`src/rtl/byte_block_packer.sv`:
```
// Collects strobed bytes from the SD receive shift register into an AES block and
// presents it over valid/ready, with one fill buffer plus one output holding register.
module byte_block_packer #(
    parameter int NUM_BYTES = 16,
    parameter bit MSB_FIRST = 1'b1
) (
    input  logic                               clk,
    input  logic                               n_rst,
    input  logic [7:0]                         byte_in,
    input  logic                               byte_valid,
    input  logic                               clear,
    input  logic                               block_ready,
    output logic [8*NUM_BYTES-1:0]             block_out,
    output logic                               block_valid,
    output logic [$clog2(NUM_BYTES+1)-1:0]     byte_count,
    output logic                               overrun
);

    localparam int BW = 8 * NUM_BYTES;
    localparam int CW = $clog2(NUM_BYTES + 1);

    typedef enum logic {
        FILLING,
        HOLD
    } state_t;

    state_t          state_q;
    logic [BW-1:0]   fill_q;
    logic [BW-1:0]   out_q;
    logic [CW-1:0]   cnt_q;
    logic            vld_q;
    logic            ovr_q;

    logic [BW-1:0]   full_d;
    logic [BW-1:0]   slot0_d;
    logic            drain;
    logic            last_byte;

    // Byte k lands in the lane chosen by MSB_FIRST; all other lanes are untouched.
    function automatic logic [BW-1:0] put_byte(input logic [BW-1:0] blk,
                                               input logic [CW-1:0] k,
                                               input logic [7:0]    b);
        logic [BW-1:0] r;
        r = blk;
        for (int i = 0; i < NUM_BYTES; i++) begin
            if (int'(k) == (MSB_FIRST ? NUM_BYTES - 1 - i : i)) begin
                r[8*i +: 8] = b;
            end
        end
        return r;
    endfunction

    assign drain     = vld_q & block_ready;
    assign last_byte = (cnt_q == CW'(NUM_BYTES - 1));
    assign full_d    = put_byte(fill_q, cnt_q, byte_in);
    assign slot0_d   = put_byte('0, '0, byte_in);

    always_ff @(posedge clk or negedge n_rst) begin
        if (!n_rst) begin
            state_q <= FILLING;
            fill_q  <= '0;
            out_q   <= '0;
            cnt_q   <= '0;
            vld_q   <= 1'b0;
            ovr_q   <= 1'b0;
        end else if (clear) begin
            state_q <= FILLING;
            fill_q  <= '0;
            cnt_q   <= '0;
            vld_q   <= 1'b0;
            ovr_q   <= 1'b0;
        end else begin
            case (state_q)
                FILLING: begin
                    // A drain empties the output register unless a new block replaces it below.
                    if (drain) begin
                        vld_q <= 1'b0;
                    end
                    if (byte_valid) begin
                        if (!last_byte) begin
                            fill_q <= full_d;
                            cnt_q  <= cnt_q + 1'b1;
                        end else if (!vld_q || drain) begin
                            out_q  <= full_d;
                            vld_q  <= 1'b1;
                            fill_q <= '0;
                            cnt_q  <= '0;
                        end else begin
                            fill_q  <= full_d;
                            cnt_q   <= CW'(NUM_BYTES);
                            state_q <= HOLD;
                        end
                    end
                end
                HOLD: begin
                    if (drain) begin
                        out_q   <= fill_q;
                        state_q <= FILLING;
                        fill_q  <= byte_valid ? slot0_d : '0;
                        cnt_q   <= byte_valid ? CW'(1) : '0;
                    end else if (byte_valid) begin
                        ovr_q <= 1'b1;
                    end
                end
            endcase
        end
    end

    assign block_out   = out_q;
    assign block_valid = vld_q;
    assign byte_count  = cnt_q;
    assign overrun     = ovr_q;

endmodule

```
`config.mk`:
```
export PLATFORM = sky130hd
export DESIGN_NAME = byte_block_packer
export DESIGN_NICKNAME = d
export VERILOG_FILES = /design/src/rtl/byte_block_packer.sv
export SDC_FILE = /design/constraint.sdc
export NUM_CORES = 1
export LEC_CHECK = 0
export ABC_AREA = 1
export CORE_AREA = 4 4 154 156
export DETAILED_ROUTE_END_ITERATION = 16
export DIE_AREA = 0 0 158 160
export PLACE_DENSITY = 0.85
export SETUP_SLACK_MARGIN = 0.4
export SYNTH_ARGS = -nofsm -noshare
export SYNTH_HDL_FRONTEND = slang
export SYNTH_SLANG_ARGS = --single-unit
```
`constraint.sdc`:
```
create_clock -name clk -period 2.7 [get_ports clk]
set_clock_uncertainty 0.2 [all_clocks]
set_input_delay 0.54 -clock clk [delete_from_list [all_inputs] [get_ports clk]]
set_output_delay 0.54 -clock clk [all_outputs]
set_load 0.03 [all_outputs]
```
==> flow_summary_export.csv, run 1 <==
group,metric,value,unit
run_status,status,"complete, no violations",
global_routing,grt_pass1_wl,60.4,mm
hold_path,hold_end,"block_out[86]$_DFFE_PN0P_",
pwr,ir_drop,426,uV
floorplanning,core,22400,um2
final_layout,area_growth,18.8,%
pwr,p_leak,9.58,nW
setup_path,cp_max_fo,5,
drt,drc,0,
setup_path,cp.required,1960,ps
setup_path,critPathKind,"register to output pin",
cts,cts.sinks,264,
setup_path,worstRegToRegCells,5,
logic_synthesis,synth_fp_nets,1813,
logic_synthesis,synthDistinctLibCells,33,
logic_synthesis,synth.area.top_cells,"dfrtp_1 (48%), nand2_1 (23%), nand3_1 (9.0%)",
setup_path,r2r-start,"state_q$_DFF_PN0_",
global_routing,grt_max_degree,129,
timing,tightest_slew,713,ps
timing,slew_viol_final,0,
timing,final.period_utilization,84.0,%
final_layout,fillCellCount,1723,
place,dp_cells,2165,
floorplanning,floorplan.initialDensity,61.1,%
timing,fmax,441,MHz
logic_synthesis,syn_inst,1796,
hold_path,min_delay_path_depth,2,
final_layout,n_antenna_cell,0,
hold_path,hold_class,"register to register",
drt,drt_iter0_drc,1371,
drt,first_pass_iters,6,
logic_synthesis,synth_area,13700,um2
cts,clk_path_buf_depth,3,
final_layout,drive_above_1_share,9.02,%
setup_path,reg2reg_to,"fill_q[122]$_DFFE_PN0P_",
cts,postCtsSetupRepairBufs,0,
pwr,cellPowerDensity,505,nW/um2
global_routing,antenna_found_initial,0,
setup_path,cp-end-kind,"output pin",
setup_path,critPathBufInv,1,
floorplanning,die_h,160,um
setup_path,critPathArrivalTime,1530,ps
timing,min_period,2270,ps
job,maxCapViolCount,0,
global_routing,grt_pass1_vias,12429,
logic_synthesis,yosys.area.top_type,"dfrtp_1",
floorplanning,die_area,25300,um2
final_layout,fin_nets,1928,
drt,finalWirelength,37.7,mm
final_layout,layout.cells.non_filler,2214,
timing,rsz0062_at_grt,"true",
logic_synthesis,yosys.area.top_type_share,48.4,%
timing,hold_viol_final,0,
cts,clock_latency,540,ps
floorplanning,fp.dieW,158,um
place,port-buffer-count,147,
timing,final-setup-viol-count,0,
cts,cts_tree,"yes",
setup_path,slowest_delay,490,ps
timing,relSlewSlack,52.5,%
drt,avgRoutedWirePerCell,17.0,um
cts,h-tree-depth,1,
place,dpl.hpwl,22.9,mm
drt,vias,12713,
logic_synthesis,seq_area_frac_synth,48.4,%
drt,ant_nets,0,
setup_path,cp_slowest_cell,"dfrtp_1",
floorplanning,num_rows,55,
place,gp_congestion,0.866,
logic_synthesis,synth_seq_cells,264,
setup_path,path_delay_family,"flip-flops",
setup_path,critPathLaunchType,"register",
timing,tns,0,ps
floorplanning,num_io_pins,148,
cts,cts_root_buffer,"clkbuf_16",
global_routing,grt_usage,28.8,%
logic_synthesis,yosysWarnings,0,
cts,cts_buffers,26,
drt,via_per_inst,5.74,
logic_synthesis,syn_avg_cell_area,7.60,um2
setup_path,crit_chain,"dlygate4sd2_1",
hold_path,hold_start,"block_out[86]$_DFFE_PN0P_",
cts,cts.clk_slew.worst_paths,70,ps
global_routing,grt-ovfl-total,0,
setup_path,r2r_slack,470,ps
[state kept, by name (all words and copies together), names as in the netlist]
signal	flops
block_out	128
fill_q	128
byte_count	5
block_valid	1
overrun	1
state_q	1
[cells in the final DEF, fill, tap and decap left out, types with 10 or more instances in the layout]
master	netlist	routed
o22ai_1	71	71
nand2_1	838	827
nand2_2	4	14
clkbuf_16	0	27
clkinv_2	0	10
o21ai_0	12	12
o22ai_2	41	41
dlygate4sd2_1	0	111
clkdlybuf4s50_1	0	11
nand3_1	246	245
dlymetal6s2s_1	0	22
buf_4	10	32
inv_1	145	145
buf_12	0	11
nor2_1	14	14
dfrtp_1	264	261
[Yosys cell counts]
cell         n
nand2_4      2
nand3_1    246
inv_1      145
nand3_4      1
xor2_1       2
nand2_2      4
inv_4        2
o21ai_0     12
nor2_8       1
nand2_1    838
inv_2        5
buf_4       10
nor3_1       1
buf_6       16
nand4_1      2
ha_1         4
nor2_4       3
o211ai_1     1
o22ai_2     41
or2_1        8
a21oi_1      1
buf_1        4
buf_8        1
dfrtp_1    264
o2bb2ai_1    1
nor2_1      14
o22ai_1     71
a22oi_1      8
nor2_2       5
a31oi_1      2
clkbuf_1    31
buf_2       49
clkinv_1     1
[area by class of cell]
class | count | area (um2) | area share (%)
Tap cell | 285 | 357 | 2.20
Sequential cell | 264 | 6610 | 40.7
Inverter | 153 | 582 | 3.58
Multi-Input combinational cell | 1269 | 5890 | 36.3
Timing Repair Buffer | 197 | 1960 | 12.1
Clock buffer | 33 | 707 | 4.36
Clock inverter | 13 | 126 | 0.779
[how the worst max path moves through the flow]
stage                                 to                       from  slack, ps  cells past startpoint
2_1_floorplan   block_out[7]$_DFFE_PN0P_  byte_count[0]$_DFFE_PN0P_        670                     10
3_3_place_gp    block_out[7]$_DFFE_PN0P_                block_ready        170                      8
3_5_place_dp   block_out[19]$_DFFE_PN0P_                block_ready        120                      9
4_1_cts                    byte_count[4]  byte_count[4]$_DFFE_PN0P_        300                      1
5_1_grt        block_out[72]$_DFFE_PN0P_  byte_count[0]$_DFFE_PN0P_        380                     11
6_report                   byte_count[3]  byte_count[3]$_DFFE_PN0P_        430                      1
[power breakdown]
part,switching [mW],internal [mW]
Combinational,0.433,0.170
Sequential,0.0254,3.99
Clock,1.53,2.04
Total,1.99,6.20
[per-stage QoR]
stage,hold slack [ps],cell area (um2),setup WS [ps],util [%],power (mW)
finish,272,16200,432,72.6,8.19
CTS,278,16100,300,71.9,8.22
floorplan,44.4,13700,669,-,4.40
global placement,263,15400,166,68.8,4.65
global route,292,16200,379,72.6,8.47
detailed placement,264,15400,116,68.8,4.67
[layer usage]
layer / share of wire (%) / track usage [%] / vias up
li1: - / - / 5957
met1: 40 / 40.8 / 5983
met2: 47 / 45.2 / 639
met3: 9.3 / 4.47 / 134
met4: 3.7 / 10.9 / 0
met5: 0 / 0 / -
[timing repair]
| item | CTS | global route |
|---|---|---|
| endpoints found under the hold margin | 44 | 0 |
| resized for setup | 115 | 43 |
| hold buffers | 1 | 0 |
| setup endpoints to repair | 113 | 206 |
| pin swaps | 0 | 1 |
| gates cloned | 0 | 2 |
[cells by family (layout without fill, tap and decap cells)]
family,Yosys count,after routing,share of synthesized area [%]
AO/OA/AOI/OAI,137,137,8.13
XOR/XNOR,2,2,0.128
adder cells (fa/ha/maj),4,4,0.366
buffers and inverters,264,396,8.98
flip-flops,264,264,48.4
AND/OR/NAND/NOR,1125,1126,34.0
(Power assumes the default switching activity.)
==> run 2: changes to the inputs <==
- CORE_AREA: 4 4 154 156 -> 4 4 168 170
- DIE_AREA: 0 0 158 160 -> 0 0 172 174
- PLACE_DENSITY: 0.85 -> 0.76
- clock period: 2.7 -> 1.9 ns (I/O delays scaled with it)
==> run 2 against run 1 <==
Effect of this change: the run now ends with negative setup slack left; sequential share of layout area decreased by 9.4 points; combinational power increased to 2.5 times the previous value; first-iteration DRC count increased by 65%; hold slack got worse by 140 ps; non-clock buffer count increased by 198; register-to-register slack worse by 710 ps; clock power increased by 72%; total power increased by 63%; sequential power up 42%; largest power group is now clock.
==> flow_summary_export.csv, run 2 (same netlist as run 1, synthesis figures left out) <==
group,metric,value,unit
cts,cts_buffers,29,
final_layout,regArea,6620,um2
setup_path,cp-end-kind,"register",
setup_path,critPathLaunchType,"register",
floorplanning,core,26700,um2
pwr,total_power,13.4,mW
drt,finalWirelength,57.8,mm
pwr,ir_drop,515,uV
place,gp_congestion,0.882,
run_status,failed_checks,"negative setup slack",
global_routing,grt_usage,27.3,%
global_routing,grt_max_degree,85,
timing,rsz0062_at_grt,"true",
timing,slew_viol_final,0,
timing,final.period_utilization,113,%
setup_path,critPathArrivalTime,2440,ps
cts,cts.sinks,264,
pwr,p_int,9.90,mW
run_status,status,"finished, violations left",
setup_path,slowest_delay,490,ps
final_layout,multiInputGateArea,7610,um2
drt,drc,0,
global_routing,grt_pass1_vias,13448,
pwr,p_clk_share,45.9,%
final_layout,final_cell_mix,"nand2_1 (655), dfrtp_1 (257), buf_6 (154), inv_1 (139), buf_4 (133)",
cts,cts_tree,"yes",
pwr,sequentialPowerShare,42.7,%
timing,min_period,2140,ps
final_layout,n_antenna_cell,0,
final_layout,area_growth,54.9,%
pwr,p_leak,10.9,nW
place,port-buffer-count,147,
timing,hold_viol_final,0,
drt,via_per_inst,6.28,
global_routing,grt-ovfl-total,0,
timing,relSlewSlack,71.4,%
drt,first_pass_iters,8,
setup_path,r2r-start,"byte_count[0]$_DFFE_PN0P_",
timing,final.setup.worst_slack,-240,ps
cts,cts.clk_slew.worst_paths,60,ps
global_routing,antenna_found_initial,1,
floorplanning,die_area,29900,um2
global_routing,grt_pass1_wl,67.6,mm
floorplanning,floorplan.initialDensity,51.1,%
pwr,comb_power_share,11.4,%
hold_path,hold_class,"input pin to async pin",
final_layout,drive_above_1_share,40.2,%
floorplanning,num_io_pins,148,
floorplanning,die_h,174,um
timing,fmax,467,MHz
drt,avgRoutedWirePerCell,23.3,um
setup_path,crit_top_cell,"nand2_1",
pwr,cellPowerDensity,632,nW/um2
final_layout,final_common_cell,"nand2_1",
setup_path,cp_max_fo,8,
drt,vias,15544,
cts,h-tree-depth,1,
floorplanning,num_rows,60,
pwr,p_sw,3.46,mW
place,dpl.hpwl,25.1,mm
cts,clk_path_buf_depth,3,
timing,tightest_slew,430,ps
cts,clock_latency,560,ps
setup_path,critPathKind,"register to register",
cts,cts_root_buffer,"clkbuf_16",
timing,tns,-22110,ps
setup_path,crit_chain,"inv_4 > ha_4 > inv_2 > nor2_4 > buf_6 > buf_6 > nand2_8 > nand2_1 > nand3_2 > nand2_1 > nand2_1 > nand2_2",
drt,drt_iter0_drc,2257,
timing,final-setup-viol-count,215,
final_layout,fillCellCount,1378,
job,maxCapViolCount,0,
timing,whs,136,ps
drt,ant_nets,0,
setup_path,startpoint,"byte_count[0]$_DFFE_PN0P_",
floorplanning,fp.dieW,172,um
setup_path,cp.required,2200,ps
final_layout,fin_nets,2130,
setup_path,cp_slowest_cell,"dfrtp_2",
pwr,swShare,25.9,%
## run 2: cell count changes in the layout (fill, tap and decap cells not counted), sizes merged
cell / delta
clkinvlp: +3
nand2: +2
bufinv: +4
dlygate4sd2: -111
clkdlybuf4s15: +1
clkbuf: +18
buf: +309
dlymetal6s2s: -22
bufbuf: +1
inv: +1
nor2: -1
## run 2: worst max-delay path, delay by kind of cell, from the launching register on
family	cells	cell delay, ps
and+or+nand+nor	7	840
DFF	1	490
buffers and inverters	4	410
adders and majority gates	1	140
## run 2: timing repair
item / in CTS / in global routing
resized for setup: 974 / 424
hold endpoints to repair: 264 / 0
buffers inserted: 65 / 37
setup endpoints to repair: 398 / 398
hold buffers: 1 / 0
gates cloned: 6 / 34
pin swaps: 17 / 124
## run 2: final cells by class
type / instances / share of cell area [%]
inverter: 153 / 2.81
clock buffer: 31 / 3.51
clock inverter: 21 / 1.29
multi-input combinational: 1270 / 36.0
sequential: 264 / 31.3
tap: 341 / 2.02
timing repair buffer: 395 / 23.1
## run 2: path summary, 6_finish.rpt
check                                        endpoint  slack [ps]  cells after the start
min reg2reg                 block_out[91]$_DFFE_PN0P_         280                      2
max reg2reg                block_out[106]$_DFFE_PN0P_        -240                     12
min                        block_out[106]$_DFFE_PN0P_         140                      2
max in group asynchronous   block_out[15]$_DFFE_PN0P_         680                      3
max                        block_out[106]$_DFFE_PN0P_        -240                     12
min in group clk            block_out[91]$_DFFE_PN0P_         280                      2
## run 2: routing by layer
layer	GRT usage, %	part of all wire, %
met5	0	0.019
met2	44.9	45
met3	3.89	12
met4	8.78	8.1
met1	37.4	34
## run 2: through the flow
step | cell area [um2] | instances | worst slack, ps | util [%]
after CTS | 18300 | 2404 | -114 | 68.6
after floorplan | 13800 | 1796 | 75.3 | -
after detailed placement | 16300 | 2280 | -292 | 60.9
final | 21200 | 2475 | -240 | 79.1
after global placement | 16300 | 2280 | -293 | 60.9
after global routing | 21200 | 2475 | -270 | 79.1
## run 2: power groups by stage
stage / logic [mW] / clock network (mW) / registers (mW)
after floorplan: 0.481 / 0 / 5.80
after global placement: 0.962 / 0 / 5.80
after detailed placement: 0.978 / 0 / 5.80
after CTS: 1.07 / 6.08 / 5.70
after global routing: 1.56 / 6.39 / 5.71
final: 1.52 / 6.14 / 5.71
